===== src/rtl/sensor_init_seq.sv =====
// sensor_init_seq: walks a register-write table in an external synchronous ROM.
// It issues each write to the shared I2C master, retries NACKed or timed-out
// writes, and inserts programmable delays for 8'hFF entries. It reports the
// outcome on init_done or on init_err/err_index.
//
// I2C handshake: i2c_req is a one-cycle request. i2c_reg_addr/i2c_wr_data are
// stable from i2c_req until the matching i2c_done pulse. i2c_nack only has
// meaning in the cycle i2c_done is high, and i2c_done is ignored outside
// WAIT_ACK.
module sensor_init_seq #(
    parameter int NUM_ENTRIES = 64,
    parameter int ROM_AW      = 6,
    parameter int DELAY_UNIT  = 50000,
    parameter int MAX_RETRY   = 3,
    parameter int ACK_TIMEOUT = 100000
) (
    input  logic              clk,
    input  logic              reset,
    input  logic              init_start,
    output logic              init_done,
    output logic              init_err,
    output logic              busy,
    output logic [ROM_AW-1:0] rom_addr,
    input  logic [15:0]       rom_data,
    output logic              i2c_req,
    output logic [7:0]        i2c_reg_addr,
    output logic [7:0]        i2c_wr_data,
    input  logic              i2c_done,
    input  logic              i2c_nack,
    output logic [ROM_AW-1:0] err_index
);

    localparam int TW = $clog2(ACK_TIMEOUT + 1);
    localparam int DW = $clog2(255 * DELAY_UNIT + 1);
    // At least one bit, so that MAX_RETRY=0 still gives a legal counter.
    localparam int RW = $clog2(MAX_RETRY + 2);

    localparam logic [ROM_AW-1:0] LAST_IDX  = ROM_AW'(NUM_ENTRIES - 1);
    localparam logic [TW-1:0]     TO_LAST   = TW'(ACK_TIMEOUT - 1);
    localparam logic [RW-1:0]     RETRY_LIM = RW'(MAX_RETRY);
    localparam logic [DW-1:0]     DU        = DW'(DELAY_UNIT);

    typedef enum logic [3:0] {
        IDLE     = 4'd0,
        FETCH    = 4'd1,
        LATCH    = 4'd2,
        DECODE   = 4'd3,
        ISSUE    = 4'd4,
        WAIT_ACK = 4'd5,
        DELAY    = 4'd6,
        NEXT     = 4'd7,
        DONE     = 4'd8,
        ERROR    = 4'd9
    } state_t;

    state_t            state, state_next;
    logic [ROM_AW-1:0] index, index_next;
    logic [15:0]       entry, entry_next;
    logic [RW-1:0]     retry, retry_next;
    logic [DW-1:0]     delay_cnt, delay_next;
    logic [TW-1:0]     to_cnt, to_next;
    logic [ROM_AW-1:0] err_q, err_next;

    // State and datapath registers; reset wins over everything.
    always_ff @(posedge clk) begin
        if (reset) begin
            state     <= IDLE;
            index     <= '0;
            entry     <= '0;
            retry     <= '0;
            delay_cnt <= '0;
            to_cnt    <= '0;
            err_q     <= '0;
        end else begin
            state     <= state_next;
            index     <= index_next;
            entry     <= entry_next;
            retry     <= retry_next;
            delay_cnt <= delay_next;
            to_cnt    <= to_next;
            err_q     <= err_next;
        end
    end

    // Next-state and datapath update; every register holds by default.
    always_comb begin
        state_next = state;
        index_next = index;
        entry_next = entry;
        retry_next = retry;
        delay_next = delay_cnt;
        to_next    = to_cnt;
        err_next   = err_q;
        case (state)
            IDLE, DONE, ERROR: begin
                if (init_start) begin
                    state_next = FETCH;
                    index_next = '0;
                    err_next   = '0;
                end
            end
            FETCH: state_next = LATCH;
            LATCH: begin
                entry_next = rom_data;
                state_next = DECODE;
            end
            DECODE: begin
                if (entry[15:8] == 8'hFF) begin
                    if (entry[7:0] == 8'h00) begin
                        state_next = NEXT;
                    end else begin
                        delay_next = DW'(entry[7:0]) * DU;
                        state_next = DELAY;
                    end
                end else begin
                    retry_next = '0;
                    state_next = ISSUE;
                end
            end
            ISSUE: begin
                // The request cycle counts as the first elapsed cycle. The
                // timeout then fires ACK_TIMEOUT cycles after i2c_req.
                to_next    = TW'(1);
                state_next = WAIT_ACK;
            end
            WAIT_ACK: begin
                if (i2c_done && !i2c_nack) begin
                    state_next = NEXT;
                end else if (i2c_done || (to_cnt >= TO_LAST)) begin
                    if (retry < RETRY_LIM) begin
                        retry_next = retry + 1'b1;
                        state_next = ISSUE;
                    end else begin
                        err_next   = index;
                        state_next = ERROR;
                    end
                end else begin
                    to_next = to_cnt + 1'b1;
                end
            end
            DELAY: begin
                delay_next = delay_cnt - 1'b1;
                if (delay_cnt == DW'(1)) begin
                    state_next = NEXT;
                end
            end
            NEXT: begin
                if (index == LAST_IDX) begin
                    state_next = DONE;
                end else begin
                    index_next = index + 1'b1;
                    state_next = FETCH;
                end
            end
            default: state_next = IDLE;
        endcase
    end

    // Outputs are decoded from registered state. i2c_req is additionally
    // gated by reset so that an abort drops the request in the same cycle.
    assign busy         = !((state == IDLE) || (state == DONE) || (state == ERROR));
    assign init_done    = (state == DONE);
    assign init_err     = (state == ERROR);
    assign rom_addr     = index;
    assign i2c_req      = (state == ISSUE) && !reset;
    assign i2c_reg_addr = entry[15:8];
    assign i2c_wr_data  = entry[7:0];
    assign err_index    = err_q;

endmodule


===== config.mk =====
export PLATFORM = sky130hd
export DESIGN_NAME = sensor_init_seq
export DESIGN_NICKNAME = d
export VERILOG_FILES = /design/src/rtl/sensor_init_seq.sv
export SDC_FILE = /design/constraint.sdc
export NUM_CORES = 1
export LEC_CHECK = 0
export BUFFER_PORTS_ARGS = -buffer_cell sky130_fd_sc_hd__buf_2
export CAP_MARGIN = 15
export CORE_ASPECT_RATIO = 1.75
export CORE_MARGIN = 8
export CORE_UTILIZATION = 55
export DETAILED_ROUTE_END_ITERATION = 8
export PLACE_DENSITY = 0.81
export SYNTH_ARGS = -nofsm -noshare
export SYNTH_HDL_FRONTEND = slang
export SYNTH_SLANG_ARGS = --single-unit

===== constraint.sdc =====
create_clock -name clk -period 4 [get_ports clk]
set_clock_uncertainty 0.2 [all_clocks]
set_input_delay 0.4 -clock clk [delete_from_list [all_inputs] [get_ports clk]]
set_output_delay 0.4 -clock clk [all_outputs]
set_load 0.01 [all_outputs]

==> summary.md, run 1 <==
| Metric | Value |
|---|---|
| Die height | 149 um |
| Crit path DAT | 3.82 ns |
| Worst skew pair latency | 0.34 ns |
| Pwr Density | 516 mW/mm2 |
| WL final | 15,100 um |
| Worst slew pin tran | 0.933 ns |
| Yosys Warn Count | 0 |
| Top cell type's share of synthesized area | 27.5% |
| Residual DRC count | 0 |
| Fin util | 63.6% |
| Initial antenna violation count | 0 |
| Combinational share of power | 44.6% |
| Clock tree sinks | 76 |
| Ys flop type | dfxtp_1 |
| GP Congestion | 0.897 |
| Critical path required time | 3.99 ns |
| Status | finished clean |
| Total grt overflow | 0 |
| N_diodes | 0 |
| Min Tclk post-route | 3.82 ns |
| Max_cap viols | 0 |
| Period utilisation layout | 95.6% |
| Hpwl dp | 11,400 um |
| Area Growth Syn to Fin | 13.4% |
| Top-count cell post-synth | a21oi_1 |
| DR iter-0 viols | 444 |
| Psw | 1.34 mW |
| Chip width | 91.8 um |
| Die ar. | 0.0136 mm2 |
| CP startpoint kind | flop |
| WL per Instance | 17.7 um |
| Core Box Area | 0.00985 mm2 |
| Number of nets in the layout | 815 |
| Root buf cell | clkbuf_16 |
| #FFs+latches synth | 76 |
| CP endpoint kind | flop |
| Avg Vias per Cell | 6.29 |
| LEAKAGE | 2.65 nW |
| Crit path kind | reg2reg |
| CTS tree | built |
| Slew headroom | 37.3% |
| Fmax | 262 MHz |
| Worst VDD drop | 0.496 mV |
| Cts hold-fix bufs | 0 |
| Share of the yosys chip area belonging to registers | 27.5% |
| # port buffers | 52 |
| Asr flop ratio synth | 0% |
| Starting Density | 56.1% |
| Syn avg cell area | 8.15 um2 |
| Syn Inst Count | 678 |
| Crit-path max FO | 6 |
| Largest net degree at the start of global routing | 48 |
| First-pass GRT wire length | 24,700 um |
| Final Hold Fails | 0 |
| Internal power | 1.90 mW |
| Num CTS Buffers | 9 |
| Synth cell types | 65 |
| EDFF count, synth | 0 |
| DRT antenna net count | 0 |
| Sw Share | 41.3% |
| Synthesized net count | 773 |
| Rows | 48 |
| Synth area leader | dfxtp_1 |
| Vias | 5,343 |
| Final Total Pwr | 3.23 mW |
| Hold crit path type | in2reg |
| Longest Clk Path Bufs | 2 |
| Share of cells above drive strength 1 | 15.6% |
| Htree depth | 3 |
| Cells after DPL | 834 |
| 1st-pass router iterations | 5 |
| # IOs | 53 |
| Max-slew violations | 0 |
| Clk pwr share | 25.2% |
| Seq pwr share | 30.2% |
| Top post-synthesis cells by count | a21oi_1, dfxtp_1, nand2_1 |
| Final setup viols | 0 |
| Mapped cell area | 0.00552 mm2 |
| Final Non-Filler Cells | 850 |
| Global-route usage over all layers | 21.9% |
| Vias in the first global route | 5,237 |
| Worst-path clk slew | 0.06 ns |
| Top post-synthesis cells by area | dfxtp_1, ha_1, a21oi_1, nand2_1, fa_1 |
==> kinds of logic after synthesis <==
| logic type | count (synthesis) | synth area share, % |
|---|---|---|
| XOR/XNOR | 16 | 2.54 |
| multiplexers | 1 | 0.204 |
| buffers and inverters | 59 | 5.01 |
| AO/OA/AOI/OAI | 189 | 21.0 |
| flip-flops | 76 | 27.5 |
| adder cells (fa/ha/maj) | 74 | 18.4 |
| AND/OR/NAND/NOR | 263 | 25.3 |
==> path summary, 6_finish.rpt <==
kind	from	to	slack, ns	cells after the start
setup / recovery	entry[7]	delay_cnt[21]	0.18	12
setup reg to reg	entry[7]	delay_cnt[21]	0.18	12
hold reg to reg	err_index[4]	err_index[4]	0.25	2
hold / removal	rom_data[1]	entry[1]	0.09	3
==> repair_timing <==
action,in CTS,in global routing
resized for setup,1,13
setup buffers,0,0
pin swaps,0,5
setup endpoints to repair,2,9
==> sequential cells by signal (all words and copies together) (netlist names) <==
name	flops
state	4
rom_addr	6
entry	16
retry	3
delay_cnt	24
err_index	6
to_cnt	17
==> cell type report <==
| type | count | area (um2) |
|---|---|---|
| Clock buffer | 10 | 229 |
| Clock inverter | 6 | 65.1 |
| Fill cell | 870 | 3590 |
| Inverter | 22 | 82.6 |
| Multi-Input combinational cell | 543 | 3830 |
| Sequential cell | 76 | 1520 |
| Tap cell | 125 | 156 |
| Timing Repair Buffer | 68 | 380 |
==> critical path: stages (launching register included) <==
cell     delay (ns)
dfxtp_1        0.43
inv_1          0.07
ha_1           0.28
ha_1           0.35
fa_1           0.45
fa_1           0.47
ha_1           0.40
and3_1         0.23
and2_1         0.23
nand3_1        0.11
o211a_1        0.23
xor2_1         0.13
o22ai_1        0.08
==> power groups by stage <==
| stage | Combinational, mW | Sequential (mW) | Clock, mW |
|---|---|---|---|
| detailed placement | 1.38 | 0.983 | 0 |
| floorplan | 1.03 | 0.942 | 0 |
| CTS | 1.39 | 0.968 | 0.817 |
| global route | 1.59 | 0.986 | 0.847 |
| global placement | 1.34 | 0.976 | 0 |
| finish | 1.44 | 0.975 | 0.814 |
==> cell usage in the layout (no fill, tap or decap), types with 8 or more instances in the layout <==
cell type	n
xor2_1	10
buf_4	16
a21oi_1	77
or3_1	10
nor3_1	24
nand2_1	72
nand3_1	20
o21ai_0	35
fa_1	12
buf_2	52
a211oi_1	8
and2_1	8
inv_1	22
or4_1	10
clkbuf_16	9
a31oi_1	12
nor2_1	49
ha_1	57
dfxtp_1	75
nand4_1	10
==> routing by layer <==
metal  up-vias  routed length [um]  GRT usage (%)
li1       2576                   -              -
met1      2595                5630           21.1
met3        30                 397           3.03
met4         0                 465           11.0
met5         -                   0              0
met2       142                8560           43.3
==> through the flow <==
step                      hold slack, ns  worst slack [ns]  TNS [ns]  instance area (um2)
after floorplan                    0.245             0.163         0                 5520
after global placement             0.238            0.0622         0                 5870
after detailed placement           0.243           0.00172         0                 5870
after CTS                         0.0871            0.0332         0                 6170
after global routing               0.109           -0.0238   -0.0455                 6260
final                             0.0923             0.177         0                 6260
(Power assumes the default switching activity.)
==> run 2: changes to the inputs <==
--- a/config.mk
+++ b/config.mk
@@ -5,13 +5,14 @@
 export SDC_FILE = /design/constraint.sdc
 export NUM_CORES = 1
 export LEC_CHECK = 0
+export ABC_AREA = 1
 export BUFFER_PORTS_ARGS = -buffer_cell sky130_fd_sc_hd__buf_2
 export CAP_MARGIN = 15
 export CORE_ASPECT_RATIO = 1.75
 export CORE_MARGIN = 8
 export CORE_UTILIZATION = 55
 export DETAILED_ROUTE_END_ITERATION = 8
-export PLACE_DENSITY = 0.81
+export PLACE_DENSITY = 0.8
 export SYNTH_ARGS = -nofsm -noshare
 export SYNTH_HDL_FRONTEND = slang
 export SYNTH_SLANG_ARGS = --single-unit
==> summary.md, run 2 <==
| Metric | Value |
|---|---|
| CP endpoint kind | flop |
| Cells after DPL | 1,095 |
| Share of the yosys chip area belonging to registers | 25.1% |
| # IOs | 53 |
| Placed Area | 0.00640 mm2 |
| Die ar. | 0.0148 mm2 |
| Asr flop ratio synth | 0% |
| Longest Clk Path Bufs | 2 |
| Fin util | 62.7% |
| DR iter-0 viols | 240 |
| Die height | 155 um |
| Commonest non-fill, non-tap cell in the layout | nand2_1 |
| Worst Setup SP | entry[4] |
| Largest regs | delay_cnt: 24 flops, to_cnt: 17 flops, entry: 16 flops |
| Worst hold start | rom_data[9] |
| Chip width | 95.3 um |
| Residual DRC count | 0 |
| Post CTS Setup Buffer Count | 0 |
| Filler cells | 1,040 |
| Root buf cell | clkbuf_16 |
| Synth cell types | 39 |
| Final setup viols | 0 |
| First-pass GRT wire length | 26,200 um |
| Most frequent cells in the layout | nand2_1, nor2_1, inv_1 |
| Largest net degree at the start of global routing | 32 |
| Slew headroom | 62.4% |
| Largest register FFs | 24 |
| Avg Vias per Cell | 5.41 |
| Crit path kind | reg2reg |
| # port buffers | 52 |
| Top post-synthesis cells by count | nand2_1, nor2_1, inv_1 |
| Critical path required time | 4.03 ns |
| Worst-path clk slew | 0.06 ns |
| EDFF count, synth | 0 |
| Starting Density | 56.6% |
| Top-count cell post-synth | nand2_1 |
| Top post-synthesis cells by area | dfxtp_1, nand2_1, ha_1, nor2_1, inv_1 |
| N_diodes | 0 |
| Top cell type's share of synthesized area | 25.1% |
| Pwr Density | 669 mW/mm2 |
| Initial antenna violation count | 0 |
| Max_cap viols | 0 |
| Syn Inst Count | 930 |
| CTS tree | built |
| Global-route usage over all layers | 22.2% |
| Htree depth | 3 |
| Worst VDD drop | 0.406 mV |
| Period utilisation layout | 93.2% |
| Total grt overflow | 0 |
| Crit-path max FO | 6 |
| Synthesized net count | 1,025 |
| Final Hold Fails | 0 |
| Synth area leader | dfxtp_1 |
| Clock tree sinks | 76 |
| Min Tclk post-route | 3.73 ns |
| RSZ-0062 raised after global routing | no |
| TNS Setup | 0 ns |
| Max-slew violations | 0 |
| Rows | 50 |
| Fmax | 268 MHz |
| GP Congestion | 0.949 |
| Vias in the first global route | 5,858 |
| LEAKAGE | 3.49 nW |
| 1st-pass router iterations | 5 |
| Number of nets in the layout | 1,071 |
| Worst slew pin tran | 0.563 ns |
| Hold crit path type | in2reg |
| Status | finished clean |
| Reg with most FFs | delay_cnt |
| Vias | 6,016 |
| Ys flop type | dfxtp_1 |
| Critical R2R Launch | entry[4] |
| Share of cells above drive strength 1 | 9.68% |
| WL final | 16,100 um |
| Final Non-Filler Cells | 1,111 |
| WL per Instance | 14.5 um |
| DRT antenna net count | 0 |
| Yosys Warn Count | 0 |
| Core Box Area | 0.0107 mm2 |
| #FFs+latches synth | 76 |
| Syn avg cell area | 6.51 um2 |
| Hpwl dp | 12,400 um |
| Crit path DAT | 3.76 ns |
| Area Growth Syn to Fin | 10.9% |
| Worst skew pair latency | 0.34 ns |
| Num CTS Buffers | 9 |
| Design area | 0.00671 mm2 |
| Mapped cell area | 0.00605 mm2 |
| CP startpoint kind | flop |
==> run 2: changes by cell type in the layout (fill, tap and decap cells not counted), moves of 11 or more <==
cell,delta
inv_1,+90
o21ai_0,+22
nor2_1,+90
nand3_1,+43
nor3_1,-11
nand2_1,+150
==> run 2: final cells by class <==
type	instances	area, um2	share of cell area (%)
repair buffers	59	313	4.66
flip-flops and latches	76	1520	22.7
clock buffers	10	239	3.56
multi-input cells	711	3960	58.9
inverters	119	447	6.66
well taps	130	163	2.42
clock inverters	6	72.6	1.08
==> run 2: kinds of logic after synthesis <==
| kind of cell | count (synthesis) | share of synthesized area [%] |
|---|---|---|
| xor gates and xnor gates | 24 | 3.47 |
| DFF | 76 | 25.1 |
| buffers and inverters | 143 | 9.53 |
| and+or+nand+nor | 474 | 33.0 |
| AOI/OAI and AO/OA | 139 | 12.1 |
| adders and majority gates | 74 | 16.8 |
==> run 2: critical path, cell delays in order (launching register included) <==
cell and delay, ns:
dfxtp_1 0.45, ha_1 0.30, ha_1 0.28, inv_1 0.05, fa_1 0.50, inv_1 0.06
fa_1 0.47, ha_1 0.39, nand3_1 0.09, nand3_1 0.16, nand2_1 0.09, nand2_1 0.15
nand2_1 0.09, nand3_1 0.10, nand3_1 0.08, o211ai_1 0.10, inv_1 0.06
==> run 2: per-layer routing <==
layer	vias up	routed length (um)	GRT usage, %
met5	-	0	0
met2	120	9190	43.8
met4	0	527	11.2
met3	42	489	3.30
li1	3093	-	-
met1	2761	5860	20.5
==> run 2: final timing paths <==
path	endpoint	slack [ns]	depth (start not counted)
worst max-delay path	delay_cnt[13]	0.27	16
worst min-delay path	entry[9]	0.08	3
worst max register to register	delay_cnt[13]	0.27	16
worst min register to register	delay_cnt[1]	0.26	2
==> run 2: power breakdown <==
group	leakage (nW)	switching, mW	internal (mW)	total, mW
sequential	0.617	0.152	0.903	1.06
combinational	2.73	1.65	0.937	2.59
clock	0.143	0.345	0.506	0.851
total	3.49	2.15	2.35	4.49
==> run 2: what timing repair did <==
item | in CTS | in global routing
gates resized for setup | 0 | 1
hold buffers | 0 | 0
hold endpoints to repair | 0 | 0
setup endpoints to repair | 0 | 1
==> run 2: per-stage QoR <==
stage	hold slack [ns]	power, mW	worst slack (ns)
2_1_floorplan	0.240	2.96	0.520
3_3_place_gp	0.249	3.57	0.343
3_5_place_dp	0.257	3.62	0.280
4_1_cts	0.0765	4.51	0.247
5_1_grt	0.0986	4.89	0.0659
6_report	0.0820	4.49	0.272
